<file path="src/rtl/multififo_push_arbiter.sv">
// multififo_push_arbiter: shares the multififo push side among REQ_NUM producers.
// Each producer offers an atomic bundle. At most one bundle is granted per cycle,
// in round-robin order, and only when it fits in the leading free push slots.
// After a flush, grants stay blocked for FLUSH_HOLD cycles.
// Optional build macro MULTIFIFO_PUSH_ARBITER_PERF_EN adds perf_stall_cnt, a
// saturating count of cycles where requests were pending but nothing was granted.
module multififo_push_arbiter #(
  parameter int unsigned REQ_NUM    = 3,
  parameter int unsigned PORT_NUM   = 4,
  parameter int unsigned WIDTH      = 32,
  parameter int unsigned FLUSH_HOLD = 2
) (
  input  logic                              clk,
  input  logic                              rst,
  input  logic                              flush,
  input  logic [REQ_NUM-1:0]                req_valid,
  input  logic [REQ_NUM*PORT_NUM*WIDTH-1:0] req_data,
  input  logic [REQ_NUM*PORT_NUM-1:0]       req_data_valid,
  output logic [REQ_NUM-1:0]                req_ack,
  input  logic [PORT_NUM-1:0]               fifo_data_in_enable,
  input  logic                              fifo_full,
  output logic [PORT_NUM*WIDTH-1:0]         fifo_data_in,
  output logic [PORT_NUM-1:0]               fifo_data_in_valid,
  output logic                              fifo_push
`ifdef MULTIFIFO_PUSH_ARBITER_PERF_EN
  ,
  output logic [31:0]                       perf_stall_cnt
`endif
);

  localparam int unsigned CW = $clog2(PORT_NUM) + 1;
  localparam int unsigned PW = $clog2(REQ_NUM);
  localparam int unsigned HW = $clog2(FLUSH_HOLD + 1);

  typedef enum logic {ST_RUN, ST_HOLD} state_t;

  state_t        state_q, state_d;
  logic [HW-1:0] hold_cnt_q, hold_cnt_d;
  logic [PW-1:0] rr_ptr_q, rr_ptr_d;

  logic [CW-1:0]      free_cnt;
  logic [CW-1:0]      n_req [REQ_NUM];
  logic [REQ_NUM-1:0] elig;
  logic               arb_open;
  logic               grant;
  logic [PW-1:0]      gnt_idx;
  logic [CW-1:0]      n_gnt;
  int unsigned        scan_idx;

  // Free push slots: length of the leading run of ones in the enable mask.
  always_comb begin
    logic run;
    run      = 1'b1;
    free_cnt = '0;
    for (int unsigned k = 0; k < PORT_NUM; k++) begin
      run = run & fifo_data_in_enable[k];
      if (run) free_cnt = free_cnt + CW'(1);
    end
  end

  // Bundle size per producer: leading run of valid entries, later bits ignored.
  always_comb begin
    logic run;
    run = 1'b1;
    for (int unsigned r = 0; r < REQ_NUM; r++) begin
      n_req[r] = '0;
      run      = 1'b1;
      for (int unsigned k = 0; k < PORT_NUM; k++) begin
        run = run & req_data_valid[r*PORT_NUM + k];
        if (run) n_req[r] = n_req[r] + CW'(1);
      end
    end
  end

  assign arb_open = !rst && !flush && (state_q == ST_RUN);

  // Eligibility: empty bundles are always acceptable (dropped without a push).
  always_comb begin
    elig = '0;
    for (int unsigned r = 0; r < REQ_NUM; r++) begin
      elig[r] = arb_open && req_valid[r] &&
                ((n_req[r] == '0) || (!fifo_full && (n_req[r] <= free_cnt)));
    end
  end

  // Round-robin pick: first eligible producer starting from rr_ptr.
  always_comb begin
    grant    = 1'b0;
    gnt_idx  = '0;
    scan_idx = 0;
    for (int unsigned off = 0; off < REQ_NUM; off++) begin
      scan_idx = (32'(rr_ptr_q) + off) % REQ_NUM;
      if (!grant && elig[scan_idx]) begin
        grant   = 1'b1;
        gnt_idx = PW'(scan_idx);
      end
    end
  end

  assign n_gnt = n_req[gnt_idx];

  // Drive ack and the multififo push side from the granted bundle.
  always_comb begin
    req_ack            = '0;
    fifo_push          = 1'b0;
    fifo_data_in_valid = '0;
    fifo_data_in       = '0;
    if (grant) begin
      req_ack[gnt_idx] = 1'b1;
      fifo_push        = (n_gnt != '0);
      for (int unsigned k = 0; k < PORT_NUM; k++) begin
        if (CW'(k) < n_gnt) begin
          fifo_data_in_valid[k]          = 1'b1;
          fifo_data_in[k*WIDTH +: WIDTH] = req_data[(32'(gnt_idx)*PORT_NUM + k)*WIDTH +: WIDTH];
        end
      end
    end
  end

  // Next state: flush (re)arms the hold window; RUN advances the pointer on grant.
  always_comb begin
    state_d    = state_q;
    hold_cnt_d = hold_cnt_q;
    rr_ptr_d   = rr_ptr_q;
    if (flush) begin
      state_d    = ST_HOLD;
      hold_cnt_d = HW'(FLUSH_HOLD);
      rr_ptr_d   = '0;
    end else begin
      case (state_q)
        ST_RUN: begin
          if (grant) rr_ptr_d = (gnt_idx == PW'(REQ_NUM - 1)) ? '0 : gnt_idx + PW'(1);
        end
        ST_HOLD: begin
          hold_cnt_d = hold_cnt_q - HW'(1);
          if (hold_cnt_q <= HW'(1)) begin
            state_d    = ST_RUN;
            hold_cnt_d = '0;
          end
        end
      endcase
    end
  end

  // State registers; reset overrides flush.
  always_ff @(posedge clk) begin
    if (rst) begin
      state_q    <= ST_RUN;
      hold_cnt_q <= '0;
      rr_ptr_q   <= '0;
    end else begin
      state_q    <= state_d;
      hold_cnt_q <= hold_cnt_d;
      rr_ptr_q   <= rr_ptr_d;
    end
  end

`ifdef MULTIFIFO_PUSH_ARBITER_PERF_EN
  logic [31:0] perf_q, perf_d;

  // Saturating count of RUN cycles with pending requests but no grant.
  always_comb begin
    perf_d = perf_q;
    if (!flush && (state_q == ST_RUN) && (|req_valid) && !grant && (perf_q != '1))
      perf_d = perf_q + 32'd1;
  end

  // Counter register; only reset clears it, flush does not.
  always_ff @(posedge clk) begin
    if (rst) perf_q <= '0;
    else     perf_q <= perf_d;
  end

  assign perf_stall_cnt = perf_q;
`else
  // Stall counter not built in this configuration.
`endif

endmodule

</file>
<file path="config.mk">
export PLATFORM = sky130hd
export DESIGN_NAME = multififo_push_arbiter
export DESIGN_NICKNAME = d
export VERILOG_FILES = /design/src/rtl/multififo_push_arbiter.sv
export SDC_FILE = /design/constraint.sdc
export NUM_CORES = 1
export LEC_CHECK = 0
export CORE_AREA = 2 2 211 213
export DETAILED_ROUTE_END_ITERATION = 7
export DIE_AREA = 0 0 213 215
export RECOVER_POWER = 100
export SYNTH_ARGS = -nofsm -noshare
export SYNTH_HDL_FRONTEND = slang
export SYNTH_SLANG_ARGS = --single-unit
</file>
<file path="constraint.sdc">
create_clock -name clk -period 8 [get_ports clk]
set_clock_uncertainty 0.1 [all_clocks]
set_input_delay 1.2 -clock clk [delete_from_list [all_inputs] [get_ports clk]]
set_output_delay 1.2 -clock clk [all_outputs]
set_load 0.02 [all_outputs]
</file>
==> results.sh <==
export IMPL_outcome="finished clean"
export IMPL_nets=1503
export IMPL_grtUsageMet2=0.2031
export IMPL_vias_per_cell=4.013
export IMPL_clockBufferDepth=2
export IMPL_arrival_ns=6.33
export IMPL_cp_cell_sequence="clkdlybuf4s50_1, inv_1, a21boi_0, ha_1, o21ai_0, ha_1, nor2b_1, a2bb2oi_1, or3_1, a31oi_1, nand3b_1, or4_1, a31oi_1, buf_4, nor3_4, clkbuf_4, nor3_1, clkdlybuf4s50_1"
export IMPL_slew_headroom=0.3429
export IMPL_clock_latency_ns=0.23
export IMPL_use_met3=0.01885
export IMPL_fin_setup_tns_ns=0
export IMPL_num_rows=77
export IMPL_post_route_cell_area_mm2=0.009649
export IMPL_grtUsageMet1=0.1239
export IMPL_period_needed_ns=7.630
export IMPL_yosysTopAreaCell="a21oi_1"
export IMPL_crit_buf_inv=5
export IMPL_wl_um=27440
export IMPL_gr_total_overflow=0
export IMPL_worst_pin_slew_ns=0.9830
export IMPL_r2r_end="rr_ptr_q[0]"
export IMPL_worstPathRequired_ns=6.70
export IMPL_area_delta_synth_final_pct=174.5
export IMPL_slowest_delay_ns=0.70
export IMPL_synthTopCellsByCount="136 x a21oi_1, 78 x nand2_1, 69 x nor3_1"
export IMPL_async_flop_share=0
export IMPL_synth_seq_cells=5
export IMPL_end_kind="output pin"
export IMPL_cts_sinks=5
export IMPL_busiest_layer="met2"
export IMPL_fin_crit_sh=0.9537
export IMPL_p_leak_nw=3.677
export IMPL_syn_area_mm2=0.003515
export IMPL_worstPathMaxFanout=30
export IMPL_cts_resized=0
export IMPL_synth_avg_cell_area_um2=5.987
export IMPL_drive_above_1_share=0.02678
export IMPL_ir_drop_mv=0.06878
export IMPL_hold_depth=2
export IMPL_power_density_mw_per_mm2=55.10
export IMPL_hpwl_um=22550
export IMPL_finalSetupViolCount=0
export IMPL_grt_pass1_vias=6698
export IMPL_antenna_left=0
export IMPL_dp_cells=1671
export IMPL_ioPinCount=543
export IMPL_worstHoldStart="rr_ptr_q[0]"
export IMPL_placedInstanceArea_mm2=0.009568
export IMPL_cp_top_family="buffers and inverters"
export IMPL_gp_congestion=0.8757
export IMPL_worstHoldPathType="register to register"
export IMPL_yosysMostFrequentCell="a21oi_1"
export IMPL_synth_main_ff_cell="dfxtp_1"
export IMPL_synth_fp_nets=1006
export IMPL_ys_seq_area_frac=0.02848
export IMPL_cts_root_buffer="clkbuf_16"
export IMPL_hold_ws_ns=0.4260
export IMPL_die_h_um=215
export IMPL_drt_first_pass_iters=5
export IMPL_crit_slowest_cell="clkdlybuf4s50_1"
export IMPL_rsz0062_at_grt="no"
export IMPL_fp_dieW_um=213
export IMPL_reg2reg_from="state_q"
export IMPL_synth_top_area_share=0.1937
export IMPL_reg2regPathDepth=8
export IMPL_hold_end="rr_ptr_q[0]"
export IMPL_post_cts_buffers=0
export IMPL_syn_inst=587
export IMPL_finalHoldViolations=0
export IMPL_maxCapViolCount=0
export IMPL_synth_area_leaders="a21oi_1 19%, a22o_1 16%, a22oi_1 14%"
export IMPL_yosysWarnings=0
export IMPL_path_class="input port to output pin"
export IMPL_finalNonFillerCells=1677
export IMPL_finalPower_mw=0.5316
export IMPL_grt_pass1_wl_um=38580
export IMPL_fmax_mhz=131.1
export IMPL_ys_types=48
export IMPL_die_area_mm2=0.04580
export IMPL_cts_hold_buffers=0
export IMPL_cts_made_buffers=3
export IMPL_htreeDepth=1
export IMPL_synth_edf_count=0
export IMPL_r2r_slack_ns=4.79
export IMPL_io_buffer_count=542
export IMPL_slew_violations=0
export IMPL_track_usage=0.1077
export IMPL_via_count=6730
export IMPL_coreArea_mm2=0.04364
export IMPL_dr_first_iter_drc_count=432
export IMPL_post_drt_wl_per_cell_um=16.36
export IMPL_cts_tree="yes"
export IMPL_drc=0
export IMPL_grt_antenna_before_repair=2
export IMPL_startpoint_type="input port"
export IMPL_grt_max_degree=68
export IMPL_path_clk_slew_ns=0.03
export IMPL_initial_core_util=0.08053
-- report_power, final --
part | internal, mW | switching, mW
clock | 0.0660 | 0.0164
combinational | 0.252 | 0.170
sequential | 0.0262 | 0.000940
-- flip-flops by register name (all words and copies together), names as in the netlist --
name        cells
hold_cnt_q      2
rr_ptr_q        2
state_q         1
-- tightest hold or removal path: stages (launching register included) --
cell       delay (ns)
dfxtp_1          0.30
inv_1            0.08
a2111oi_0        0.08
-- stage by stage --
stage | util | setup WS, ns
floorplan | - | 1.916
global placement | 0.2192 | 0.5387
detailed placement | 0.2192 | 0.4544
CTS | 0.2210 | 0.4542
global route | 0.2211 | 0.07311
finish | 0.2211 | 0.3702
-- how the worst max path moves through the flow --
stage	from	end	slack [ns]	cells past startpoint
after floorplan	fifo_data_in_enable[2]	fifo_data_in[90]	1.92	16
after global placement	fifo_data_in_enable[2]	fifo_data_in[6]	0.54	18
after detailed placement	fifo_data_in_enable[2]	fifo_data_in[6]	0.45	18
after CTS	fifo_data_in_enable[2]	fifo_data_in[6]	0.45	18
after global routing	fifo_data_in_enable[2]	fifo_data_in[6]	0.07	18
final	fifo_data_in_enable[2]	fifo_data_in[6]	0.37	18
-- routing by layer --
layer  wire [um]  share of wire  vias up
met5           0              0        -
met3        2314          0.084       26
met2       13870           0.51      399
li1            -              -     3244
met1       10770           0.39     3061
met4         485          0.018        0
-- layout by cell type (no fill, tap or decap), types with 4 or more instances in the layout --
cell / Yosys / layout
and2_1: 4 / 4
inv_1: 15 / 15
a21boi_0: 4 / 4
buf_4: 0 / 9
nor3_1: 69 / 69
a21oi_1: 136 / 136
o21ai_0: 11 / 11
ha_1: 12 / 12
a22oi_1: 64 / 64
nor2_1: 15 / 13
clkdlybuf4s50_1: 0 / 438
a22o_1: 64 / 64
dlygate4sd3_1: 0 / 103
dfxtp_1: 5 / 5
nand2_1: 78 / 78
-- cell families (layout without fill, tap and decap cells) --
logic type,Yosys count,count (layout),synth area share
adder cells (fa/ha/maj),14,14,0.04841
other,0,2,0
buffers and inverters,79,575,0.1011
AO/OA/AOI/OAI,303,303,0.5764
AND/OR/NAND/NOR,185,185,0.2424
multiplexers,1,1,0.003204
flip-flops,5,5,0.02848
-- cell type report --
cell class	count	area, um2
Antenna cell	2	5.005
Clock buffer	4	78.83
Fill cell	4834	33990
Inverter	16	62.56
Multi-Input combinational cell	503	3107
Sequential cell	5	100.1
Tap cell	592	740.7
Timing Repair Buffer	555	5555
Power figures use the tool's default switching activity.
